`src/rtl/imem_resp_pkg.sv`:
```
// imem_resp_pkg: shared types and constants for the instruction-memory responder.
//   IM_ADDR_LEN / IM_DATA_LEN : fetch port address and data widths
//   state_e                   : responder state {IDLE, WAIT, RD}
//   BAD_PF / BAD_XES          : bit positions inside imem_bad
//   classify()                : fault classification of a fetch at accept time
package imem_resp_pkg;

  localparam int unsigned IM_ADDR_LEN = 32;
  localparam int unsigned IM_DATA_LEN = 32;

  typedef enum logic [1:0] {
    IDLE,
    WAIT,
    RD
  } state_e;

  localparam int unsigned BAD_PF  = 0;
  localparam int unsigned BAD_XES = 1;

  // Page fault wins over window/alignment faults.
  function automatic logic [1:0] classify(input logic pf,
                                          input logic in_win,
                                          input logic aligned);
    logic [1:0] bad;
    bad = '0;
    if (pf)
      bad[BAD_PF] = 1'b1;
    else if (!in_win || !aligned)
      bad[BAD_XES] = 1'b1;
    return bad;
  endfunction

endpackage

```
`src/rtl/imem_resp_lbuf.sv`:
```
// imem_resp_lbuf: one-entry instruction line buffer {valid, tag, data}.
//   clk, rst          : clock, synchronous active-high reset (clears valid)
//   fence_i           : invalidates the entry; also masks a same-cycle hit
//   lookup_tag        : word tag of the fetch being accepted
//   hit, hit_data     : lookup result (hit_data is the stored word)
//   fill_en/tag/data  : write the entry; a fill coincident with fence_i is dropped
module imem_resp_lbuf
  import imem_resp_pkg::*;
(
  input  logic                   clk,
  input  logic                   rst,
  input  logic                   fence_i,
  input  logic [IM_ADDR_LEN-3:0] lookup_tag,
  output logic                   hit,
  output logic [IM_DATA_LEN-1:0] hit_data,
  input  logic                   fill_en,
  input  logic [IM_ADDR_LEN-3:0] fill_tag,
  input  logic [IM_DATA_LEN-1:0] fill_data
);

  logic                   valid_q;
  logic [IM_ADDR_LEN-3:0] tag_q;
  logic [IM_DATA_LEN-1:0] data_q;

  always_ff @(posedge clk) begin
    if (rst) begin
      valid_q <= 1'b0;
      tag_q   <= '0;
      data_q  <= '0;
    end else if (fence_i) begin
      valid_q <= 1'b0;
    end else if (fill_en) begin
      valid_q <= 1'b1;
      tag_q   <= fill_tag;
      data_q  <= fill_data;
    end
  end

  always_comb begin
    hit      = valid_q && (tag_q == lookup_tag) && !fence_i;
    hit_data = data_q;
  end

endmodule

```
`src/rtl/imem_resp.sv`:
```
// imem_resp: responder end of the core's instruction fetch port, backed by a
// tightly-coupled synchronous SRAM. One fetch outstanding at a time, WAIT_CYC
// wait states before the SRAM read, faults reported on imem_bad.
//   clk, rst            : clock, synchronous active-high reset
//   imem_req/addr/pf    : fetch request, byte address, translation page fault
//   fence_i             : line buffer invalidate (ignored without the buffer)
//   imem_rdata/bad/busy : fetched word, {xes_fault, page_fault}, response pending
//   sram_cs/addr/rdata  : SRAM read strobe, word address, data (1-cycle latency)
// Optional feature: define IMEM_RESP_LBUF_EN to add a one-entry line buffer.
module imem_resp
  import imem_resp_pkg::*;
#(
  parameter logic [IM_ADDR_LEN-1:0] BASE_ADDR  = 32'h0000_0000,
  parameter logic [IM_ADDR_LEN-1:0] SIZE_BYTES = 32'h0001_0000,
  parameter int unsigned            WAIT_CYC   = 0,
  parameter int unsigned            SRAM_AW    = 14
) (
  input  logic                   clk,
  input  logic                   rst,
  input  logic                   imem_req,
  input  logic [IM_ADDR_LEN-1:0] imem_addr,
  input  logic                   imem_pf,
  input  logic                   fence_i,
  output logic [IM_DATA_LEN-1:0] imem_rdata,
  output logic [1:0]             imem_bad,
  output logic                   imem_busy,
  output logic                   sram_cs,
  output logic [SRAM_AW-1:0]     sram_addr,
  input  logic [IM_DATA_LEN-1:0] sram_rdata
);

  localparam logic [3:0] CNT_LOAD = 4'(WAIT_CYC - 1);

  state_e                 state_q;
  logic [3:0]             cnt_q;
  logic [SRAM_AW-1:0]     addr_q;
  logic [1:0]             bad_q;
  logic                   hit_q;
  logic [IM_DATA_LEN-1:0] hit_data_q;
  logic [IM_DATA_LEN-1:0] hold_q;

  logic                   accept;
  logic [IM_ADDR_LEN-1:0] win_off;
  logic [1:0]             bad_now;
  logic                   hit_now;
  logic                   go_sram_now;
  logic [IM_DATA_LEN-1:0] rd_data;
  logic                   lbuf_hit;
  logic [IM_DATA_LEN-1:0] lbuf_data;

  always_comb begin
    imem_busy   = (state_q == WAIT);
    accept      = imem_req && !imem_busy;
    // Unsigned offset compare: addresses below BASE wrap high and fault.
    win_off     = imem_addr - BASE_ADDR;
    bad_now     = classify(imem_pf, win_off < SIZE_BYTES, imem_addr[1:0] == 2'b00);
    hit_now     = (bad_now == 2'b00) && lbuf_hit;
    go_sram_now = (bad_now == 2'b00) && !lbuf_hit;

    // Response word in RD: buffer hit, SRAM pass-through, or zero on a fault.
    if (hit_q)
      rd_data = hit_data_q;
    else if (bad_q != 2'b00)
      rd_data = '0;
    else
      rd_data = sram_rdata;

    imem_rdata = (state_q == RD) ? rd_data : hold_q;
    imem_bad   = bad_q;

    // Zero wait states strobe the SRAM straight from the accept; otherwise
    // the strobe comes from the registered address on the last WAIT cycle.
    if (WAIT_CYC == 0) begin
      sram_cs   = !rst && accept && go_sram_now;
      sram_addr = imem_addr[SRAM_AW+1:2];
    end else begin
      sram_cs   = !rst && (state_q == WAIT) && (cnt_q == '0) && (bad_q == 2'b00);
      sram_addr = addr_q;
    end
  end

  always_ff @(posedge clk) begin
    if (rst) begin
      state_q    <= IDLE;
      cnt_q      <= '0;
      addr_q     <= '0;
      bad_q      <= '0;
      hit_q      <= 1'b0;
      hit_data_q <= '0;
      hold_q     <= '0;
    end else begin
      if (state_q == RD)
        hold_q <= rd_data;

      case (state_q)
        WAIT: begin
          if (cnt_q == '0)
            state_q <= RD;
          else
            cnt_q <= cnt_q - 4'd1;
        end
        default: state_q <= IDLE;
      endcase

      // Accept is only possible from IDLE or RD, so it overrides the above.
      if (accept) begin
        addr_q     <= imem_addr[SRAM_AW+1:2];
        bad_q      <= bad_now;
        hit_q      <= hit_now;
        hit_data_q <= lbuf_data;
        if (WAIT_CYC == 0 || hit_now) begin
          state_q <= RD;
        end else begin
          state_q <= WAIT;
          cnt_q   <= CNT_LOAD;
        end
      end
    end
  end

`ifdef IMEM_RESP_LBUF_EN
  logic [IM_ADDR_LEN-3:0] tag_q;

  always_ff @(posedge clk) begin
    if (rst)
      tag_q <= '0;
    else if (accept)
      tag_q <= imem_addr[IM_ADDR_LEN-1:2];
  end

  // Faulted fetches never fill, so a later clean fetch cannot hit on them.
  imem_resp_lbuf u_lbuf (
    .clk        (clk),
    .rst        (rst),
    .fence_i    (fence_i),
    .lookup_tag (imem_addr[IM_ADDR_LEN-1:2]),
    .hit        (lbuf_hit),
    .hit_data   (lbuf_data),
    .fill_en    ((state_q == RD) && (bad_q == 2'b00)),
    .fill_tag   (tag_q),
    .fill_data  (rd_data)
  );
`else
  logic unused_fence;

  assign lbuf_hit     = 1'b0;
  assign lbuf_data    = '0;
  assign unused_fence = fence_i;
`endif

endmodule
```
`config.mk`:
```
export PLATFORM = sky130hd
export DESIGN_NAME = imem_resp
export DESIGN_NICKNAME = d
export VERILOG_FILES = /design/src/rtl/imem_resp_pkg.sv /design/src/rtl/imem_resp_lbuf.sv /design/src/rtl/imem_resp.sv
export SDC_FILE = /design/constraint.sdc
export NUM_CORES = 1
export LEC_CHECK = 0
export BUFFER_PORTS_ARGS = -buffer_cell sky130_fd_sc_hd__buf_4
export CAP_MARGIN = 20
export CORE_MARGIN = 2
export CORE_UTILIZATION = 36
export DETAILED_ROUTE_END_ITERATION = 12
export MAX_ROUTING_LAYER = met4
export PLACE_DENSITY = 0.76
export SLEW_MARGIN = 10
export SYNTH_ARGS = -nofsm -noshare
export SYNTH_HDL_FRONTEND = slang
export SYNTH_SLANG_ARGS = --single-unit
```
`constraint.sdc`:
```
create_clock -name clk -period 1.14 [get_ports clk]
set_input_delay 0.057 -clock clk [delete_from_list [all_inputs] [get_ports clk]]
set_output_delay 0.057 -clock clk [all_outputs]
set_load 0.05 [all_outputs]
```
# After elaboration in Yosys (flattened, before gate mapping)
# Index checks and enable logic that the tools add are counted.
dict set report totals {
  ff_bits 35
  input_bits 69
  output_inout_bits 50
}
dict set report classes {
  order_cmp 1
  muxes 6
  reduce_logical 9
}
# op n
set ops {}
lappend ops {{32-bit 2-to-1 mux} 2}
lappend ops {{32-bit by 17-bit < comparator with 1-bit output (second input constant)} 1}
lappend ops {{2-bit logical NOT} 2}
lappend ops {{1-bit logical NOT} 3}
lappend ops {{1-bit 2-to-1 mux} 3}
lappend ops {{1-bit logical AND} 2}
lappend ops {{2-bit 2-to-1 mux} 1}
lappend ops {{2-bit nonzero test} 1}
lappend ops {{1-bit logical OR} 1}

# Logic depth before layout (Yosys ltp)
dict set report logic_depth {
  ltp_word 7
  mapped_depth 4
  mapped_depth_nobuf 3
}

# Least setup slack after synthesis
# OpenSTA, ideal clock, no wires.
dict set report synth_timing {
  kind {register to output}
  start {register bad_q[1] (netlist: imem_bad[1])}
  end {output imem_rdata[0]}
  arrival_ns 1.432
  required_ns 1.083
  slack_ns -0.349
  stages_incl_launch_ff 5
  path_buffers 1
  path_cell_list {dfxtp_1 -> nor3b_2 -> buf_2 -> nand2_1 -> nand2_1}
}
dict set report synth_between {
  elab_chain_len 3
}
# item line
set synth_lines {}
lappend synth_lines {{start: declaration} imem_resp.sv:37} ;# logic [1:0] bad_q;
lappend synth_lines {{start signal: assignment} imem_resp.sv:108} ;# bad_q <= bad_now;
lappend synth_lines {{2-bit nonzero test} imem_resp.sv:63} ;# else if (bad_q != 2'b00)
lappend synth_lines {{32-bit 2-to-1 mux} imem_resp.sv:63}
lappend synth_lines {{32-bit 2-to-1 mux} imem_resp.sv:68} ;# imem_rdata = (state_q == RD) ? rd_data : hold_q;
lappend synth_lines {{end: declaration} imem_resp.sv:24} ;# output logic [IM_DATA_LEN-1:0] imem_rdata,
# No other way between the ends.

# Worst setup path in the final report
dict set report layout_timing {
  start {register bad_q[0] (netlist: imem_bad[0])}
  end {output imem_rdata[25]}
}
# Same word-level chain as after synthesis.

==> results.md <==
- HPWL Detailed: 2900 µm
- Dominant cells by area after synthesis: dfxtp_1, nand2_1, nand2b_1
- Clk_skew: 9.21 ps
- Die width: 70.7 µm
- Remaining DRCs: 0
- Yosys top cell by area: dfxtp_1
- Syn. warnings: 0
- Internal power: 2.31 mW
- Cell breakdown of the critical path: nor3b_4 > buf_6 > clkbuf_16 > nand2_2 > nand2_4 > buf_8
- Crit path DAT: 1470 ps
- Tcrit/Tclk final: 1.34
- Layout cell share with drive strength beyond 1: 0.690
- Initial Util: 0.370
- Final-report hold violation count: 0
- Footprint of the multi-input gates: 1260 µm²
- Sw Share: 0.326
- Worst-Skew Late Latency: 290 ps
- Clock Tree Buf Depth: 2
- Critical register-to-register path startpoint: imem_bad[0]$_SDFFE_PP0P_
- Row Count: 24
- Yosys reg bits: 35
- Routed WL per cell: 14.3 µm
- Status: finished, violations left
- Final WL: 5040 µm
- Top cells by count, synth: nand2_1, dfxtp_1, a21oi_1, nand2b_1, buf_4
- R2R depth: 6
- Cell with the most instances after synthesis: nand2_1
- Area Growth Syn to Fin: 106%
- Die span in y: 70.7 µm
- First DRT Iteration DRCs: 67
- Synth unique cells: 21
- Worst flop-to-flop path endpoint: hold_q[7]$_SDFF_PP0_
- FFs w/ async S/R, synth: 0
- Top FF cell, synth: dfxtp_1
- Clock power share: 0.269
- Worst EP required: 1080 ps
- Hold Path Stages: 2
- Sequential cell area: 708 µm²
- Post-Syn Nets: 277
- Pre-CTS WS: -229 ps
- Final Wtd Congestion: 0.818
- DR pass1 iterations: 4
- Post-synth EDFFs: 0
- Clk pin slew, worst setup/hold paths: 70 ps
- Post-DRT Antenna Nets: 0
- P_sw: 1.12 mW
- # clock sinks: 35
- Hold_sp: imem_req
- Avg Synthesized Cell Area: 7.70 µm²
- Num ports: 119
- RSZ-0062 raised after global routing: yes
- Sequential share of the synthesized area: 0.438
- Worst setup margin: -384 ps
- Filler instances: 293
- HP Class: in -> reg
- WHS Endpoint: state_q[1]$_SDFF_PP0_
- Share of the synthesized area in the top cell type: 0.438
- Setup violation total in the final timing report: 53
- Worst VDD drop: 842 µV
- H-tree Lvls: 2
- Failing checks: negative setup slack
- Via count: 1,713
- Initial antenna violation count: 0
- Slew Viols, Final: 0
- Slowest stage delay, CP: 350 ps
- Tmin final: 1520 ps
- Final core occ: 0.762
- ANT cells: 0
- Cells after Synth: 208
- Core area: 4320 µm²
- DIE AREA: 5000 µm²
- FMAX: 0.656 GHz
- Flop-to-flop setup slack: -110 ps
- CTS tree: done
- CP Capture Type: output port
- Vias in the first global route: 1,729
- Total GRT Usage: 0.190
- Num CTS Buffers: 5
- PD cells: 1040 nW/µm²
- MaxCap Viol Count: 0
- Combinational Power Share: 0.353
- Seq pwr share: 0.378
- Crit-path max FO: 5
- Clock root cell: clkbuf_8
- PortBufs: 88
- Nets: 368
- Mapped Area: 1600 µm²
- Leak: 1.51 nW
- Startpoint types: flip-flop
- First-pass GRT wire length: 7430 µm
- GRT Residual Overflow: 0
- Routed vias/inst: 4.87
- Setup CP Type: reg -> out
- CP max-delay cell: dfxtp_4
- Largest net degree at the start of global routing: 36
[worst max-delay path by stage]
| stage | startpoint | end | slack [ps] | depth (start not counted) |
|---|---|---|---|---|
| global route | state_q[1]$_SDFF_PP0_ | imem_rdata[10] | -440 | 6 |
| finish | imem_bad[0]$_SDFFE_PP0P_ | imem_rdata[25] | -380 | 6 |
| CTS | imem_bad[1]$_SDFFE_PP0P_ | imem_rdata[25] | -390 | 6 |
| global placement | imem_addr[30] | sram_cs | -170 | 5 |
| floorplan | imem_bad[0]$_SDFFE_PP0P_ | imem_rdata[0] | -30 | 4 |
| detailed placement | imem_addr[30] | sram_cs | -230 | 5 |
[what timing repair did]
| item | in CTS | in global routing |
|---|---|---|
| gates resized for setup | 103 | 56 |
| pin swaps | 6 | 16 |
| endpoints found under the setup margin | 55 | 65 |
| hold buffers | 0 | 0 |
| buffers inserted | 4 | 5 |
| cloned | 1 | 2 |
[cell type report]
| type | count | area share |
|---|---|---|
| clock buffer | 7 | 0.0262 |
| clock inverter | 1 | 0.00152 |
| multi-input combinational | 148 | 0.384 |
| sequential | 35 | 0.215 |
| tap | 52 | 0.0197 |
| timing repair buffer | 109 | 0.354 |
[flip-flops by register name, summed over array words and instances (netlist names)]
register	count
state_q	1
imem_bad	2
hold_q	32
[per-layer routing]
layer | vias to the layer above | share of wire | track usage
met3 | 15 | 0.057 | 0.0427
li1 | 841 | - | -
met5 | - | 0 | -
met1 | 796 | 0.37 | 0.201
met2 | 61 | 0.55 | 0.337
met4 | 0 | 0.021 | 0.0839
[power by group through the flow]
stage               registers (mW)  clock network (mW)  logic [mW]
floorplan                     1.34                   0       0.681
global placement              1.32                   0       0.879
detailed placement            1.32                   0       0.885
CTS                           1.29               0.943        1.09
global route                  1.30               0.993        1.27
finish                        1.30               0.924        1.21
[placed cells by master, fill, tap and decap left out, types with 2 or more instances in the layout]
cell / instances
dfxtp_1: 33
clkbuf_16: 2
buf_4: 63
clkbuf_8: 6
nand2_2: 14
nand2_8: 2
a21oi_1: 15
nand2b_1: 32
or4_4: 2
buf_8: 35
or4_1: 3
nor2_1: 2
nand2_4: 48
a21oi_2: 17
dfxtp_4: 2
buf_12: 2
buf_6: 7
[critical path, delay by kind of cell, from the launching register on]
family | cells | cell delay (ps)
AND/OR/NAND/NOR | 3 | 350
buffers and inverters | 3 | 480
flip-flops | 1 | 350
[cell families after synthesis]
logic type	share of synthesized area
AND/OR/NAND/NOR	0.343
buffers and inverters	0.0961
flip-flops	0.437
AO/OA/AOI/OAI	0.115
multiplexers	0.00625
other	0.00234
[through the flow]
| stage | hold WS (ps) | instance area [µm²] | std cells | setup TNS, ps | total power, mW |
|---|---|---|---|---|---|
| 2_1_floorplan | 185 | 1860 | 208 | -537 | 2.02 |
| 3_3_place_gp | 114 | 2490 | 332 | -3320 | 2.20 |
| 3_5_place_dp | 114 | 2490 | 332 | -3430 | 2.21 |
| 4_1_cts | 8.01 | 2980 | 345 | -12280 | 3.32 |
| 5_1_grt | 34.5 | 3300 | 352 | -15840 | 3.56 |
| 6_report | 13.2 | 3300 | 352 | -12160 | 3.43 |
Note: power is estimated with default switching activity, not from simulation.
